===== src/rtl/imem_ctrl.sv =====
// imem_ctrl: instruction memory controller.
//   Loads a program from a host into a single-port synchronous SRAM, then
//   streams it back out in address order as a fetch run.
//
// Ports
//   clk, rst_n                  clock; asynchronous active-low reset
//   load_valid/ready/data/last  host write stream (one word per handshake)
//   start                       begin a fetch run of the loaded program
//   stall                       suppress read issue this cycle
//   halt                        abort the fetch run early
//   sram_addr/cen/gwen/wdata    registered SRAM controls (cen, gwen active-low)
//   sram_rdata                  SRAM read data, valid the cycle after a read
//   inst/inst_valid/inst_pc     fetched instruction stream, no backpressure
//   busy                        controller is not idle
//   done                        one-cycle pulse at the end of a fetch run
module imem_ctrl #(
  parameter int INST_WORD = 32,
  parameter int DATA_W    = 32,
  localparam int AW       = $clog2(INST_WORD)
) (
  input  logic              clk,
  input  logic              rst_n,
  input  logic              load_valid,
  output logic              load_ready,
  input  logic [DATA_W-1:0] load_data,
  input  logic              load_last,
  input  logic              start,
  input  logic              stall,
  input  logic              halt,
  output logic [AW-1:0]     sram_addr,
  output logic              sram_cen,
  output logic              sram_gwen,
  output logic [DATA_W-1:0] sram_wdata,
  input  logic [DATA_W-1:0] sram_rdata,
  output logic [DATA_W-1:0] inst,
  output logic              inst_valid,
  output logic [AW-1:0]     inst_pc,
  output logic              busy,
  output logic              done
);

  typedef enum logic [1:0] {IDLE, LOAD, RUN, DRAIN} state_t;

  localparam logic [AW-1:0] LAST_ADDR = AW'(INST_WORD - 1);
  localparam logic [AW:0]   ONE       = (AW+1)'(1);

  state_t              state, state_d;
  logic [AW:0]         len, len_d;
  logic [AW-1:0]       wptr, wptr_d;
  logic [AW-1:0]       pc, pc_d;
  logic                cen_d, gwen_d;
  logic [AW-1:0]       addr_d;
  logic [DATA_W-1:0]   wdata_d;
  logic                done_d;
  logic                vld_p0, vld_p0_d;
  logic                vld_p1;
  logic [AW-1:0]       pc_p1;
  logic                load_hs;
  logic [AW-1:0]       waddr;
  logic [AW:0]         waddr_inc;
  logic [AW:0]         pc_inc;

  assign load_ready = (state == IDLE) || (state == LOAD);
  assign load_hs    = load_valid & load_ready;
  assign busy       = (state != IDLE);
  // A handshake from IDLE always begins a fresh program at address 0.
  assign waddr      = (state == IDLE) ? '0 : wptr;
  assign waddr_inc  = {1'b0, waddr} + ONE;
  assign pc_inc     = {1'b0, pc} + ONE;

  always_ff @(posedge clk or negedge rst_n) begin
    if (!rst_n) state <= IDLE;
    else        state <= state_d;
  end

  always_comb begin
    state_d  = state;
    len_d    = len;
    wptr_d   = wptr;
    pc_d     = pc;
    cen_d    = 1'b1;
    gwen_d   = 1'b1;
    addr_d   = sram_addr;
    wdata_d  = sram_wdata;
    vld_p0_d = 1'b0;
    done_d   = 1'b0;
    case (state)
      IDLE, LOAD: begin
        if (load_hs) begin
          cen_d   = 1'b0;
          gwen_d  = 1'b0;
          addr_d  = waddr;
          wdata_d = load_data;
          // The final slot closes the load so the write pointer never wraps.
          if (load_last || (waddr == LAST_ADDR)) begin
            len_d   = waddr_inc;
            wptr_d  = '0;
            state_d = IDLE;
          end else begin
            len_d   = '0;
            wptr_d  = waddr_inc[AW-1:0];
            state_d = LOAD;
          end
        end else if ((state == IDLE) && start && (len != '0)) begin
          pc_d    = '0;
          state_d = RUN;
        end
      end
      RUN: begin
        if (halt) begin
          state_d = DRAIN;
        end else if (!stall) begin
          cen_d    = 1'b0;
          addr_d   = pc;
          vld_p0_d = 1'b1;
          pc_d     = pc_inc[AW-1:0];
          if (pc_inc == len) state_d = DRAIN;
        end
      end
      DRAIN: begin
        if (!vld_p0 && !vld_p1) begin
          done_d  = 1'b1;
          state_d = IDLE;
        end
      end
      default: state_d = IDLE;
    endcase
  end

  always_ff @(posedge clk or negedge rst_n) begin
    if (!rst_n) begin
      len        <= '0;
      wptr       <= '0;
      pc         <= '0;
      sram_cen   <= 1'b1;
      sram_gwen  <= 1'b1;
      sram_addr  <= '0;
      sram_wdata <= '0;
      done       <= 1'b0;
      vld_p0     <= 1'b0;
      vld_p1     <= 1'b0;
      inst       <= '0;
      inst_pc    <= '0;
      inst_valid <= 1'b0;
    end else begin
      len        <= len_d;
      wptr       <= wptr_d;
      pc         <= pc_d;
      done       <= done_d;
      // p0: read cycle presented to the SRAM
      sram_cen   <= cen_d;
      sram_gwen  <= gwen_d;
      sram_addr  <= addr_d;
      sram_wdata <= wdata_d;
      vld_p0     <= vld_p0_d;
      // p1: SRAM data returning
      vld_p1     <= vld_p0;
      // output: capture returned word
      inst_valid <= vld_p1;
      if (vld_p1) begin
        inst    <= sram_rdata;
        inst_pc <= pc_p1;
      end
    end
  end

  always_ff @(posedge clk) begin
    pc_p1 <= sram_addr;
  end

endmodule


===== config.mk =====
export PLATFORM = sky130hd
export DESIGN_NAME = imem_ctrl
export DESIGN_NICKNAME = d
export VERILOG_FILES = /design/src/rtl/imem_ctrl.sv
export SDC_FILE = /design/constraint.sdc
export NUM_CORES = 1
export LEC_CHECK = 0
export ABC_AREA = 0
export BUFFER_PORTS_ARGS = -buffer_cell sky130_fd_sc_hd__buf_2
export CAP_MARGIN = 15
export CORE_ASPECT_RATIO = 0.8
export CORE_MARGIN = 8
export CORE_UTILIZATION = 44
export CTS_CLUSTER_DIAMETER = 150
export DETAILED_ROUTE_END_ITERATION = 8
export PLACE_DENSITY_LB_ADDON = 0.15
export SLEW_MARGIN = 0
export SYNTH_ARGS = -nofsm -noshare
export SYNTH_HDL_FRONTEND = slang
export SYNTH_SLANG_ARGS = --single-unit

===== constraint.sdc =====
create_clock -name clk -period 2.6 [get_ports clk]
set_input_delay 0.52 -clock clk [delete_from_list [all_inputs] [get_ports clk]]
set_output_delay 0.52 -clock clk [all_outputs]
set_load 0.005 [all_outputs]

==> results of run 1 <==
flip-flops by register name (all words and copies together), names as in the netlist:
name and flops:
inst 32, sram_wdata 32, len 6, inst_pc 5
pc 5, pc_p1 5, sram_addr 5, wptr 5
state 2, done 1, inst_valid 1, sram_cen 1
sram_gwen 1, vld_p0 1, vld_p1 1
power breakdown:
group	switching (mW)	total [mW]	internal, mW	leakage, nW
Sequential	0.302	2.46	2.16	1.28
Combinational	0.880	1.73	0.854	1.36
Clock	0.579	1.38	0.803	0.153
Total	1.76	5.58	3.82	2.79
cell usage after synthesis, drive strengths merged (2+ instances only):
library cell / instances
nand2: 111
dfrtp: 96
mux2: 37
buf: 13
o21ai: 13
nor2: 10
a22o: 9
nand3: 7
inv: 6
xnor2: 6
a22oi: 5
dfxtp: 5
a21oi: 4
and2: 4
clkbuf: 4
xor2: 4
ha: 3
nand4: 3
nor3: 3
nor4: 3
dfstp: 2
o22ai: 2
o31ai: 2
per-layer routing:
layer	GRT usage [%]	up-vias
met3	6.53	14
met4	6.56	0
met1	19.8	1488
li1	-	1513
met2	23.9	133
met5	0	-
critical path: cells and delay by family (launching register included):
family,cells,cell delay (ps)
buffers and inverters,2,160
adder cells (fa/ha/maj),2,380
AND/OR/NAND/NOR,4,1050
AO/OA/AOI/OAI,1,220
flip-flops,1,380
path summary, 6_finish.rpt:
check	cells past startpoint	slack, ps	endpoint
max in group asynchronous	2	1670	sram_cen$_DFF_PN1_
min reg2reg	0	380	vld_p1$_DFF_PN0_
min in group clk	3	370	sram_wdata[7]$_DFFE_PN0P_
min	1	190	inst[14]$_DFFE_PN0P_
max reg2reg	9	340	wptr[0]$_DFFE_PN0P_
max	9	340	wptr[0]$_DFFE_PN0P_
per-stage QoR:
stage / utilization, % / hold slack, ps
5_1_grt: 58.3 / 235
4_1_cts: 58.3 / 210
3_5_place_dp: 54.9 / 364
3_3_place_gp: 54.9 / 363
6_report: 58.3 / 190
2_1_floorplan: - / 224
layout make-up:
class                   instances  area (sq um)  area share [%]
inverters                       7          31.3           0.588
flip-flops and latches        103          2550            48.1
clock inverters                 4          52.6           0.988
well taps                     115           144            2.71
multi-input cells             234          1460            27.4
clock buffers                  12           256            4.82
repair buffers                157           818            15.4
cell families after synthesis:
| family | Yosys count | synth area share, % |
|---|---|---|
| simple gates | 145 | 15.1 |
| fa+ha+maj | 3 | 0.905 |
| xor+xnor | 10 | 2.11 |
| mux | 37 | 10.0 |
| buf+inv | 24 | 3.20 |
| flops | 103 | 61.6 |
| compound gates | 39 | 7.00 |
==> results.md, run 1 <==
- Hold buffers post-CTS: 0
- Rows: 31
- WL met1: 4550 um
- Sequential share of the synthesized area: 61.6%
- Startpoint types: flip-flop
- Clk buf depth: 2
- Worst-path cell chain: or2_2, nand2_1, inv_1, ha_1, inv_1, nor2_1, ha_1, nor3_1, a22o_1
- Crit path time final: 2260 ps
- DRC marker count from the first detailed-route iteration: 180
- Worst relative slew slack: 58.9%
- Yosys cell types: 40
- Pre-CTS setup slack: 392 ps
- Critical Path Slowest Stage Cell: nor3_1
- Num CTS Buffers: 9
- Clock-pin slew on the worst setup and hold paths: 70 ps
- Crit. End Element: flip-flop
- Post-route ant nets: 0
- FMAX: 443 MHz
- Via Count: 3148
- Hold Vio Cnt, Final: 0
- Final setup fails: 0
- Final WL: 10100 um
- Slew @ Worst Pin: 617 ps
- Area grow syn2layout: 28.2%
- Width of the die: 125 um
- Fillers: 771
- Setup TNS Final: 0 ps
- Cell Area, Placed: 0.00501 sq mm
- Share of layout cells above drive strength 1: 43.3%
- Most common cell after layout, fill and taps aside: buf_2
- Mapped Nets: 435
- Non-Filler Instances: 632
- Worst min-delay path class: in -> async
- Via/cell ratio: 4.98
- Final WS setup: 341 ps
- Final period util: 86.9%
- Worst Path Arrival: 2530 ps
- PwrDens: 1050 mW/mm^2
- Initial Util: 45.5%
- Ports: 151
- Synthesized area per cell: 11.5 sq um
- GPL Wtd Cong: 0.889
- Share of Yosys cell area claimed by the top area cell type: 57.9%
- Worst clock skew: 6.26 ps
- VDD IR max: 0.580 mV
- Die ar.: 0.0128 sq mm
- Syn. warnings: 0
- R2R Path Start: state[0]$_DFFE_PN0P_
- Max Transition Viols Final: 0
- Layout Nets: 586
- Cell taking the most area after synthesis: dfrtp_1
- Synth area leaders: dfrtp_1, mux2_2, nand2_1
- CTS tree: yes
- I/O Buffers: 150
- Clk Latency, worst-skew pair: 340 ps
- CTS root buffer: clkbuf_16
- Die Y: 103 um
- Uppermost layer routed: met4
- Power Total: 5.58 mW
- Largest net degree at the start of global routing: 52
- #FFs+latches synth: 103
- Max-Cap Viols: 0
- Post-synth top flop: dfrtp_1
- GRT Overall Usage: 15.8%
- Met2 WL: 4480 um
- Max FO, Critical Path: 7
- H-tree levels: 3
- HPWL Detailed: 7500 um
- DRT Pass-1 Iters: 4
- Status: completed
- Post-placement cell count: 616
- Setup Buffers After CTS: 0
- Design area: 0.00532 sq mm
- Post-CTS Resized: 0
- WL/cell: 15.9 um
- Core box area: 0.00911 sq mm
- Met3 routed wirelength: 898 um
- N_diodes: 0
- DRC errors left: 0
- First-pass GRT wire length: 16300 um
- Worst Setup SP: state[0]$_DFFE_PN0P_
- Congestion Overflow GR: 0
- Mapped cell area: 0.00415 sq mm
- Post-synth ARST share: 95.1%
- WS Path Type: reg -> reg
- CP peak stage delay: 480 ps
- RSZ-0062 raised after global routing: no
- Static Leak: 2.79 nW
- Worst EP required: 2870 ps
- Vias in the first global route: 3174
- Post-synth EDFFs: 0
- Most frequent cells in the layout: buf_2, nand2_1, dfrtp_1
- CTS sink cnt: 103
- Initial antenna violation count: 0
- Post-Syn Instances: 361
Note: power is estimated with default switching activity, not from simulation.
==> inputs of run 2 (changes only) <==
Settings changed: ABC_CLOCK_PERIOD_IN_PS from default to 2600, CORE_UTILIZATION 44 to 25.
==> results.md, run 2 (synthesized netlist as in run 1, its figures left out) <==
- Final setup fails: 0 (unchanged)
- Final period util: 87.9% (was 86.9%)
- Worst EP required: 2880 ps (was 2870 ps)
- FMAX: 438 MHz (was 443 MHz)
- Clk Latency, worst-skew pair: 340 ps (about the same)
- Via Count: 3133 (was 3148)
- Critical Path Slowest Stage Cell: nor3_1 (unchanged)
- Layout Nets: 587 (was 586)
- RSZ-0062 raised after global routing: no (unchanged)
- Worst relative slew slack: 58.9% (about the same)
- Congestion Overflow GR: 0 (unchanged)
- Max FO, Critical Path: 7 (unchanged)
- CTS tree: yes (unchanged)
- CP peak stage delay: 530 ps (was 480 ps)
- Final WL: 10700 um (was 10100 um)
- Post-route ant nets: 0 (unchanged)
- Hold Vio Cnt, Final: 0 (unchanged)
- Design area: 0.00545 sq mm (was 0.00532 sq mm)
- Setup TNS Final: 0 ps (unchanged)
- GPL Wtd Cong: 0.729 (was 0.889)
- N_diodes: 0 (unchanged)
- Largest registers: inst x32, sram_wdata x32, len x6 (unchanged)
- Width of the die: 160 um (was 125 um)
- Max-Cap Viols: 0 (unchanged)
- Cell mode on critical path: ha_1
- Clock-pin slew on the worst setup and hold paths: 70 ps (about the same)
- Post-CTS Resized: 0 (unchanged)
- DRC errors left: 0 (unchanged)
- Crit path time final: 2280 ps (was 2260 ps)
- Ports: 151 (unchanged)
- Core box area: 0.0164 sq mm (was 0.00911 sq mm)
- I/O Buffers: 150 (unchanged)
- GRT Overall Usage: 10.3% (was 15.8%)
- Cell Area, Placed: 0.00514 sq mm (was 0.00501 sq mm)
- Die Y: 131 um (was 103 um)
- PwrDens: 1020 mW/mm^2 (was 1050 mW/mm^2)
- CTS root buffer: clkbuf_16 (unchanged)
- Max Transition Viols Final: 0 (unchanged)
- Die ar.: 0.0210 sq mm (was 0.0128 sq mm)
- WS Path Type: reg -> reg (unchanged)
- DRC marker count from the first detailed-route iteration: 218 (was 180)
- Initial antenna violation count: 0 (unchanged)
- Most frequent cells in the layout: buf_2, nand2_1, dfrtp_1 (unchanged)
- VDD IR max: 0.407 mV (was 0.580 mV)
- Vias in the first global route: 3311 (was 3174)
- CTS sink cnt: 103 (unchanged)
- DRT Pass-1 Iters: 4 (unchanged)
- Worst min-delay path class: in -> reg (was in -> async)
- First-pass GRT wire length: 17800 um (was 16300 um)
- Status: completed (unchanged)
- Worst-path cell chain: or2_2, and2_1, ha_1, inv_1, nor2_1, ha_1, nor3_1, a22o_1 (was or2_2, nand2_1, inv_1, ha_1, inv_1, nor2_1, ha_1, nor3_1, a22o_1)
- Slew @ Worst Pin: 611 ps (was 617 ps)
- Via/cell ratio: 4.25 (was 4.98)
- Clk buf depth: 2 (unchanged)
- Setup Buffers After CTS: 0 (unchanged)
- Hold buffers post-CTS: 1 (was 0)
- Worst clock skew: 5.43 ps (was 6.26 ps)
- HPWL Detailed: 7990 um (was 7500 um)
- Num CTS Buffers: 9 (unchanged)
- Most common cell after layout, fill and taps aside: buf_2 (unchanged)
- Worst Path Arrival: 2560 ps (was 2530 ps)
- Startpoint types: flip-flop (unchanged)
- Area grow syn2layout: 31.3% (was 28.2%)
- Initial Util: 25.3% (was 45.5%)
- Crit. End Element: flip-flop (unchanged)
- Hold WS: 359 ps (was 190 ps)
- H-tree levels: 3 (unchanged)
- Finished Core Util: 33.2% (was 58.3%)
- Largest net degree at the start of global routing: 90 (was 52)
- Static Leak: 2.79 nW (about the same)
- Rows: 42 (was 31)
- Share of layout cells above drive strength 1: 43.4% (was 43.3%)
- WL/cell: 14.5 um (was 15.9 um)
-- run 2: cell type report --
type	instances	area [sq um]
fillers	1718	11000
flip-flops and latches	103	2550
multi-input cells	234	1460
repair buffers	158	828
well taps	220	275
clock buffers	10	239
clock inverters	6	57.6
inverters	7	31.3
-- run 2: path summary, 6_finish.rpt --
path,startpoint,endpoint,slack (ps),cells past startpoint
setup / recovery,state[0]$_DFFE_PN0P_,wptr[1]$_DFFE_PN0P_,320,8
hold / removal,load_data[9],sram_wdata[9]$_DFFE_PN0P_,360,3
setup reg to reg,state[0]$_DFFE_PN0P_,wptr[1]$_DFFE_PN0P_,320,8
hold reg to reg,vld_p0$_DFF_PN0_,vld_p1$_DFF_PN0_,370,0
max in group asynchronous,rst_n,sram_gwen$_DFF_PN1_,1350,3
min in group asynchronous,rst_n,inst[13]$_DFFE_PN0P_,540,2
-- run 2: through the flow --
step	power [mW]	setup slack (ps)	cells
2_1_floorplan	3.43	426	361
3_3_place_gp	4.27	415	721
3_5_place_dp	4.29	350	721
4_1_cts	5.66	325	738
5_1_grt	5.96	140	738
6_report	5.54	316	738
-- run 2: layer usage --
layer / vias to the layer above / GRT usage [%] / wire [um]
met4: 0 / 2.18 / 63
met5: - / 0 / 0
met2: 125 / 14.2 / 4300
li1: 1517 / - / -
met3: 5 / 5.12 / 1050
met1: 1486 / 14.3 / 5320
-- run 2: where the power goes --
part	internal [mW]	switching (mW)
logic	0.856	0.891
registers	2.16	0.303
clock network	0.702	0.632
-- run 2: worst max-delay path, delay by kind of cell, from the launching register on --
family,cells,cell delay (ps)
AOI/OAI and AO/OA,1,210
adders and majority gates,2,400
buffers and inverters,1,90
DFF,1,370
and+or+nand+nor,4,1140
